## config.mk

```make
export PLATFORM = sky130hd
export DESIGN_NAME = wb_commit_queue
export DESIGN_NICKNAME = d
export VERILOG_FILES = /design/src/rtl/wb_pkg.sv /design/src/rtl/wb_beat_fifo.sv /design/src/rtl/wb_commit_queue.sv
export SDC_FILE = /design/constraint.sdc
export NUM_CORES = 1
export LEC_CHECK = 0
export ABC_AREA = 1
export BUFFER_PORTS_ARGS = -buffer_cell sky130_fd_sc_hd__buf_2
export CAP_MARGIN = 10
export CORE_ASPECT_RATIO = 0.9
export CORE_UTILIZATION = 54
export DETAILED_ROUTE_END_ITERATION = 10
export PLACE_DENSITY = 0.79
export SKIP_LAST_GASP = 1
export SYNTH_ARGS = -nofsm -noshare
export SYNTH_HDL_FRONTEND = slang
export SYNTH_SLANG_ARGS = --single-unit
```

## constraint.sdc

```tcl
create_clock -name clk -period 19.8 [get_ports clk]
set_input_delay 3.96 -clock clk [delete_from_list [all_inputs] [get_ports clk]]
set_output_delay 3.96 -clock clk [all_outputs]
set_load 0.02 [all_outputs]
```

## src/rtl/wb_pkg.sv

```systemverilog
// Shared types for the writeback commit queue: lane payload, beat type and exception codes.
package wb_pkg;

    localparam int unsigned WB_XLEN  = 32;
    localparam int unsigned WB_NLANE = 2;

    localparam logic [7:0] ECODE_INT = 8'h00;
    localparam logic [7:0] ECODE_PIL = 8'h01;
    localparam logic [7:0] ECODE_ADE = 8'h08;
    localparam logic [7:0] ECODE_ALE = 8'h09;
    localparam logic [7:0] ECODE_SYS = 8'h0b;
    localparam logic [7:0] ECODE_BRK = 8'h0c;
    localparam logic [7:0] ECODE_INE = 8'h0d;

    typedef struct packed {
        logic               valid;
        logic [WB_XLEN-1:0] pc;
        logic [WB_XLEN-1:0] result;
        logic               gr_we;
        logic [4:0]         dest;
        logic               ex;
        logic [7:0]         ecode;
        logic               esubcode;
        logic [WB_XLEN-1:0] vaddr;
    } lane_t;

    typedef lane_t [WB_NLANE-1:0] beat_t;

endpackage

```

## src/rtl/wb_beat_fifo.sv

```systemverilog
// Generic in-order FIFO with async reset, sync clear, occupancy count and combinational head.
module wb_beat_fifo #(
    parameter int unsigned WIDTH = 32,
    parameter int unsigned DEPTH = 4,
    localparam int unsigned AW   = $clog2(DEPTH)
) (
    input  logic             clk,
    input  logic             rst,
    input  logic             clr,
    input  logic             push,
    input  logic [WIDTH-1:0] wdata,
    input  logic             pop,
    output logic [WIDTH-1:0] head,
    output logic [AW:0]      count,
    output logic             full
);

    logic [WIDTH-1:0] mem_q [DEPTH];
    logic [AW:0]      wptr_q, wptr_d;
    logic [AW:0]      rptr_q, rptr_d;
    logic             do_push, do_pop;

    always_comb begin
        count   = wptr_q - rptr_q;
        // Pointers carry one extra wrap bit so full and empty are distinguishable.
        full    = (wptr_q[AW] != rptr_q[AW]) && (wptr_q[AW-1:0] == rptr_q[AW-1:0]);
        do_push = push && !full;
        do_pop  = pop && (count != '0);
        head    = mem_q[rptr_q[AW-1:0]];
        wptr_d  = wptr_q + {{AW{1'b0}}, do_push};
        rptr_d  = rptr_q + {{AW{1'b0}}, do_pop};
        if (clr) begin
            wptr_d = '0;
            rptr_d = '0;
        end
    end

    always_ff @(posedge clk or posedge rst) begin
        if (rst) begin
            wptr_q <= '0;
            rptr_q <= '0;
        end else begin
            wptr_q <= wptr_d;
            rptr_q <= rptr_d;
        end
    end

    always_ff @(posedge clk) begin
        if (do_push) begin
            mem_q[wptr_q[AW-1:0]] <= wdata;
        end
    end

endmodule

```

## src/rtl/wb_commit_queue.sv

```systemverilog
// Multi-lane writeback stage: buffers beats in order and commits one beat per cycle with
// precise exceptions, same-destination write merging, hold and flush.
module wb_commit_queue
    import wb_pkg::*;
#(
    parameter int unsigned NLANE = 2,
    parameter int unsigned DEPTH = 4,
    parameter int unsigned XLEN  = WB_XLEN,
    localparam int unsigned CW   = $clog2(DEPTH) + 1
) (
    input  logic                  clk,
    input  logic                  rst,
    input  logic                  in_valid,
    output logic                  in_ready,
    input  logic [NLANE-1:0]      in_lane_valid,
    input  logic [NLANE*XLEN-1:0] in_pc,
    input  logic [NLANE*XLEN-1:0] in_result,
    input  logic [NLANE-1:0]      in_gr_we,
    input  logic [NLANE*5-1:0]    in_dest,
    input  logic [NLANE-1:0]      in_ex,
    input  logic [NLANE*8-1:0]    in_ecode,
    input  logic [NLANE-1:0]      in_esubcode,
    input  logic [NLANE*XLEN-1:0] in_vaddr,
    input  logic                  flush,
    input  logic                  hold,
    output logic [NLANE-1:0]      rf_we,
    output logic [NLANE*5-1:0]    rf_waddr,
    output logic [NLANE*XLEN-1:0] rf_wdata,
    output logic                  ex_valid,
    output logic [7:0]            ex_ecode,
    output logic                  ex_esubcode,
    output logic [XLEN-1:0]       ex_pc,
    output logic [XLEN-1:0]       ex_vaddr,
    output logic [31:0]           commit_cnt,
    output logic [CW-1:0]         occupancy
);

    typedef lane_t [NLANE-1:0] lane_vec_t;

    lane_vec_t        in_beat, head;
    logic [CW-1:0]    count;
    logic             full;
    logic             push, fire, clr;
    logic             killed, ex_hit;
    lane_t            ex_lane;
    logic [NLANE-1:0] commit_lane, wr_lane;
    logic [2:0]       ncommit;
    logic [31:0]      commit_cnt_q, commit_cnt_d;

    always_comb begin
        in_beat = '0;
        for (int i = 0; i < NLANE; i++) begin
            in_beat[i].valid    = in_lane_valid[i];
            in_beat[i].pc       = in_pc[i*XLEN +: XLEN];
            in_beat[i].result   = in_result[i*XLEN +: XLEN];
            in_beat[i].gr_we    = in_gr_we[i];
            in_beat[i].dest     = in_dest[i*5 +: 5];
            in_beat[i].ex       = in_ex[i];
            in_beat[i].ecode    = in_ecode[i*8 +: 8];
            in_beat[i].esubcode = in_esubcode[i];
            in_beat[i].vaddr    = in_vaddr[i*XLEN +: XLEN];
        end
    end

    // No pass-through: a full queue refuses even when the head commits this cycle.
    assign in_ready  = !full;
    assign push      = in_valid && in_ready && !flush;
    assign fire      = (count != '0) && !hold && !flush;
    assign clr       = flush || ex_valid;
    assign occupancy = count;

    wb_beat_fifo #(
        .WIDTH ($bits(lane_vec_t)),
        .DEPTH (DEPTH)
    ) u_fifo (
        .clk   (clk),
        .rst   (rst),
        .clr   (clr),
        .push  (push),
        .wdata (in_beat),
        .pop   (fire),
        .head  (head),
        .count (count),
        .full  (full)
    );

    always_comb begin
        killed      = 1'b0;
        ex_hit      = 1'b0;
        ex_lane     = '0;
        commit_lane = '0;
        wr_lane     = '0;
        ncommit     = '0;
        for (int i = 0; i < NLANE; i++) begin
            if (head[i].valid && head[i].ex && !killed) begin
                ex_hit  = 1'b1;
                ex_lane = head[i];
            end
            // The excepting lane and everything above it are killed.
            killed         = killed || (head[i].valid && head[i].ex);
            commit_lane[i] = fire && head[i].valid && !killed;
            wr_lane[i]     = commit_lane[i] && head[i].gr_we && (head[i].dest != 5'd0);
            ncommit        = ncommit + 3'(commit_lane[i]);
        end
    end

    always_comb begin
        rf_we    = '0;
        rf_waddr = '0;
        rf_wdata = '0;
        for (int i = 0; i < NLANE; i++) begin
            rf_we[i] = wr_lane[i];
            for (int j = i + 1; j < NLANE; j++) begin
                if (wr_lane[j] && (head[j].dest == head[i].dest)) begin
                    rf_we[i] = 1'b0;
                end
            end
            if (fire) begin
                rf_waddr[i*5 +: 5]       = head[i].dest;
                rf_wdata[i*XLEN +: XLEN] = head[i].result;
            end
        end
    end

    always_comb begin
        ex_valid    = fire && ex_hit;
        ex_ecode    = '0;
        ex_esubcode = 1'b0;
        ex_pc       = '0;
        ex_vaddr    = '0;
        if (ex_valid) begin
            ex_ecode    = ex_lane.ecode;
            ex_esubcode = ex_lane.esubcode;
            ex_pc       = ex_lane.pc;
            ex_vaddr    = ex_lane.vaddr;
        end
    end

    assign commit_cnt_d = commit_cnt_q + 32'(ncommit);

    always_ff @(posedge clk or posedge rst) begin
        if (rst) begin
            commit_cnt_q <= '0;
        end else begin
            commit_cnt_q <= commit_cnt_d;
        end
    end

    assign commit_cnt = commit_cnt_q;

endmodule
```

== Word level (Yosys, flattened, before mapping) ==
Memory sizes are Yosys's and may differ from the RTL's.
Cells that the tools add are included.

* Add/subtract/negate cells: 5
* Equal/unequal tests: 3
* Multiplexer cells: 17
* Reductions and logical operators: 30

{| class="wikitable"
|+ Operators with widths
! kind !! count
|-
| $mux 112 || 2
|-
| $mux 32 || 4
|-
| $add 32x2->32 || 1
|-
| $logic_and 1x1->1 || 20
|-
| $mux 5 || 2
|-
| $reduce_bool 5->1 || 2
|-
| $mux 8 || 1
|-
| $add 3x1->3 || 2
|-
| $mux 1 || 6
|-
| $mux 3 || 2
|-
| $eq 5x5->1 || 1
|-
| $logic_not 1->1 || 5
|-
| $reduce_bool 3->1 || 1
|-
| $sub 3x3->3 || 1
|-
| $add 1x1->2 || 1
|-
| $eq 2x2->1 || 1
|-
| $logic_or 1x1->1 || 2
|-
| $ne 1x1->1 || 1
|}

* Register bits after elaboration: 38
* Memory bits (writable): 904
* Input bits: 231
* Output and inout port bits: 186
* Logic and storage cells: 59
* Memories: 1

{| class="wikitable"
|+ Memory list
! name !! depth !! bits a word !! read ports !! clocked after memory_dff !! write ports !! RTL line !! source
|-
| u_fifo.mem_q || 4 || 226 || 1 || 0 || 1 || wb_beat_fifo.sv:18 || <nowiki>logic [WIDTH-1:0] mem_q [DEPTH];</nowiki>
|}

== Depth between registers and ports, before layout ==
* Depth in word-level cells: 10
* Mapped depth: 18
* Depth with buffers taken out: 18

== Cells and area by module ==
A second synthesis with hierarchy kept.

* Cells, all modules: 2941
* Area total of the unflattened synthesis: 37885.1 um^2

{| class="wikitable"
|+ Modules (own cells, without submodules)
! module !! instances !! cells each !! area each (um^2) !! seq. area each (um^2)
|-
| wb_beat_fifo || 1 || 2244 || 33637.3 || 27296.2
|-
| wb_commit_queue || 1 || 697 || 4247.8 || 800.8
|}

== Least setup slack after synthesis ==
No wires, ideal clock.

* Path kind: in2reg
* Start: in flush
* End: mem u_fifo.mem_q[1][0] in the netlist's numbering (enable)
* Library setup time: 1.091 ns
* Arrival: 19.398 ns
* Required time: 18.709 ns
* Setup slack: -0.689 ns
* Stages on the path: 3
* Buffers on the path: 0
* Cells stage by stage: inv_1 nand3_1 nor3_1

* Cells in the longest elaborated chain, start to end: 5

{| class="wikitable"
|+ RTL lines
! what !! RTL line !! source
|-
| start: declaration || wb_commit_queue.sv:24 || <nowiki>input logic flush,</nowiki>
|-
| $logic_not 1->1 || wb_commit_queue.sv:67 || <nowiki>assign push = in_valid && in_ready && !flush;</nowiki>
|-
| $logic_and 1x1->1 || wb_commit_queue.sv:67 ||
|-
| $logic_and 1x1->1 || wb_beat_fifo.sv:27 || <nowiki>do_push = push && !full;</nowiki>
|-
| $mux 1 || wb_beat_fifo.sv:49 || <nowiki>if (do_push) begin</nowiki>
|-
| $mux 1 (implied by the code) || wb_beat_fifo.sv:50 || <nowiki>mem_q[wptr_q[AW-1:0]] <= wdata;</nowiki>
|-
| end: declaration || wb_beat_fifo.sv:18 ||
|}

No other way between the ends.

== Worst setup path in the final report ==
* Start: in flush
* End: out ex_vaddr[29]

* Cells in the longest elaborated chain, start to end: 4

{| class="wikitable"
|+ RTL lines
! what !! RTL line !! source
|-
| $logic_not 1->1 || wb_commit_queue.sv:68 || <nowiki>assign fire = (count != '0) && !hold && !flush;</nowiki>
|-
| $logic_and 1x1->1 || wb_commit_queue.sv:68 ||
|-
| $logic_and 1x1->1 || wb_commit_queue.sv:126 || <nowiki>ex_valid = fire && ex_hit;</nowiki>
|-
| $mux 32 || wb_commit_queue.sv:131 || <nowiki>if (ex_valid) begin</nowiki>
|-
| end: declaration || wb_commit_queue.sv:33 || <nowiki>output logic [XLEN-1:0] ex_vaddr,</nowiki>
|}

No other way between the ends.

==> qor.yml <==
sta:
  rsz0062_at_grt: "no"
  max_freq_mhz: 99.4
  worstMarginPinSlew_ns: 1.25
  setup_viol: 0
  slew_viol_final: 0
  fin_skew_ns: 0.0386
  fin_tns_setup_ns: 0
  finalHoldViolCount: 0
  period_needed_ns: 10.06
  worst_slack_ns: 9.74
  maxSlewHeadroom: 0.168
  fin_crit_sh: 0.508
layout:
  seq_area_sq_mm: 0.0281
  multiInputGateArea_sq_mm: 0.00794
  post-route-cell-area_sq_mm: 0.0427
  final_layout_size_suffix_gt1_frac: 0.179
  fillers: 4880
  fin_nets: 3448
  syn_to_final_growth_pct: 15.3
detailed_routing:
  drtIter0Drc: 2461
  wl_met1_um: 33600
  highest_layer: "met5"
  avgViaCountPerCell: 5.76
  vias: 24063
  drc: 0
  routed-wl-met2_um: 42600
  ant_nets: 0
  met3_length_um: 6150
  wl_per_cell_um: 20.6
  wl_um: 85900
  drt_first_pass_iters: 6
critical_path:
  start_kind: "input port"
  arrival_ns: 6.10
  critPathCaptureType: "output port"
  r2r_cells: 18
  required_ns: 15.84
  timing.rr.end: "commit_cnt[30]"
  rrSetupSlack_ns: 14.39
  rr_startpoint: "u_fifo.rptr_q[0]"
  crit_type: "in2out"
  cp_max_fo: 76
placement:
  dpl_worst_slack_ns: 9.75
  port_buffers: 416
  dp_hpwl_um: 48400
  gp_congestion: 0.824
  post_dp_cell_area_sq_mm: 0.0397
min_path:
  min_delay_worst_endpoint: "commit_cnt[31]"
  hp-start: "commit_cnt[31]"
  hold_class: "reg2reg"
  holdPathStages: 1
yosys:
  yosys-top-cells-area: "edfxtp_1 (73%), nor2_1 (5.7%), o21ai_0 (3.9%)"
  synth_edf_count: 904
  avgSynthCellArea_sq_um: 13.0
  ys_async_sr_fraction: 0.0403
  synth_top_family_by_area: "compound AO/OA/AOI/OAI gates"
  synth-adder-area-share: 0.00345
  synth_compound_area_frac: 0.102
  yosys_most_used_dff: "edfxtp_1"
  ys_ff_latch: 942
  synth_sequential_area_ratio: 0.759
  yosys-mux-area-fraction: 0
  synth-simple-area-share: 0.100
  ys_top_cells_by_count: "edfxtp_1 (904), nor2_1 (563), o21ai_0 (292)"
  yosys.area.top_type: "edfxtp_1"
  synth_area_sq_mm: 0.0370
  yosys_warnings: 0
  synth_top_cell_area_share: 0.733
  synth_xor_area_frac: 0.00757
  synth_most_common_cell: "edfxtp_1"
  syn-instance-count: 2849
  syn_nets: 3089
  synth_cell_type_count: 30
pwr:
  pwr_density_cell_mw_per_mm2: 102
  ir_worst_vdd_mv: 0.0803
  power.leakage_nw: 15.9
  power_w: 0.00437
clock_network:
  cts_root_buf: "clkbuf_16"
  post-cts-setup-buffers: 0
  cts_tree: "yes"
  clock_latency_ns: 0.64
  htree_levels: 3
  holdBufCountCts: 0
  clockBufferDepth: 3
  post_cts_resized: 0
  numCtsBuffers: 91
  clkTransAtPathRegs_ns: 0.06
  cts_sinks: 942
global_routing:
  grt_pass1_vias: 22804
  grt_max_degree: 176
  grt_pass1_wl_um: 129000
  track_usage: 0.241
  antenna_found_initial: 30
  overflow: 0
run_status:
  outcome: "finished, final reports clean"
die:
  die_x_um: 278
  start_util: 0.549
  rows: 90
  die_h_um: 250
  core-area_sq_mm: 0.0675
  die-area_sq_mm: 0.0696
  ioPinCount: 417
job:
  cap_violations: 0
## cell type report
cell class | count | share of cell area
Antenna cell | 25 | 0.00147
Sequential cell | 942 | 0.659
Inverter | 49 | 0.00466
Timing Repair Buffer | 445 | 0.0548
Multi-Input combinational cell | 1679 | 0.186
Tap cell | 874 | 0.0256
Clock inverter | 52 | 0.0123
Clock buffer | 115 | 0.0567
## report_power, final
group / switching, W / total (W) / internal, W
combinational: 0.000308 / 0.000428 / 0.000120
clock: 0.000730 / 0.00168 / 0.000953
sequential: 0.0000203 / 0.00226 / 0.00224
## how the worst max path moves through the flow
stage               start                  to
floorplan           flush  u_fifo.mem_q[1][0]
global placement    flush           ex_pc[31]
detailed placement  flush        ex_vaddr[29]
CTS                 flush        ex_vaddr[29]
global route        flush        ex_vaddr[25]
finish              flush        ex_vaddr[29]
## state kept, by name, summed over array words and instances (netlist names)
signal         cells
u_fifo.mem_q     904
commit_cnt        32
u_fifo.rptr_q      3
u_fifo.wptr_q      3
## per-layer routing
layer	track usage	up-vias
li1	-	11094
met1	0.319	11719
met2	0.388	1028
met3	0.0441	204
met4	0.115	18
met5	0	-
## worst max-delay path, cell delays in order
cell and delay [ns]:
buf_2 0.09, nor2_1 0.06, nand2_2 0.06, buf_4 0.56, inv_1 0.22, nand2_4 0.64
nor2_1 0.15, buf_2 0.21
## cell families after synthesis
family,after synthesis
and+or+nand+nor,946
DFF,942
AOI/OAI and AO/OA,692
buffers and inverters,228
xor gates and xnor gates,32
adders and majority gates,9
## placed cells by master (no fill, tap or decap), types with 2 or more instances in the layout
cell / count
edfxtp_1: 904
nor2_1: 563
buf_2: 416
o21ai_0: 292
nand2_1: 286
a21oi_1: 205
o22ai_1: 121
clkbuf_16: 92
a22oi_1: 67
inv_1: 46
nand3_1: 43
nor3_1: 36
dfrtp_1: 36
buf_4: 26
diode_2: 25
clkinv_1: 21
xor2_1: 20
clkbuf_1: 20
clkinv_2: 15
xnor2_1: 12
nor3_2: 7
ha_1: 7
bufinv_16: 6
o21ai_1: 5
nand4_1: 5
clkinv_16: 4
inv_8: 3
clkbuf_8: 3
buf_12: 3
nand2_2: 2
fa_1: 2
clkinv_4: 2
dfrtp_4: 2
## stage by stage
stage	hold WS, ns	instances	utilization
final	0.472	4181	0.633
after global routing	0.517	4174	0.632
after CTS	0.477	4156	0.632
after detailed placement	0.462	3989	0.588
after global placement	0.457	3989	0.588
after floorplan	0.545	2849	-
Note: power is estimated with default switching activity, not from simulation.
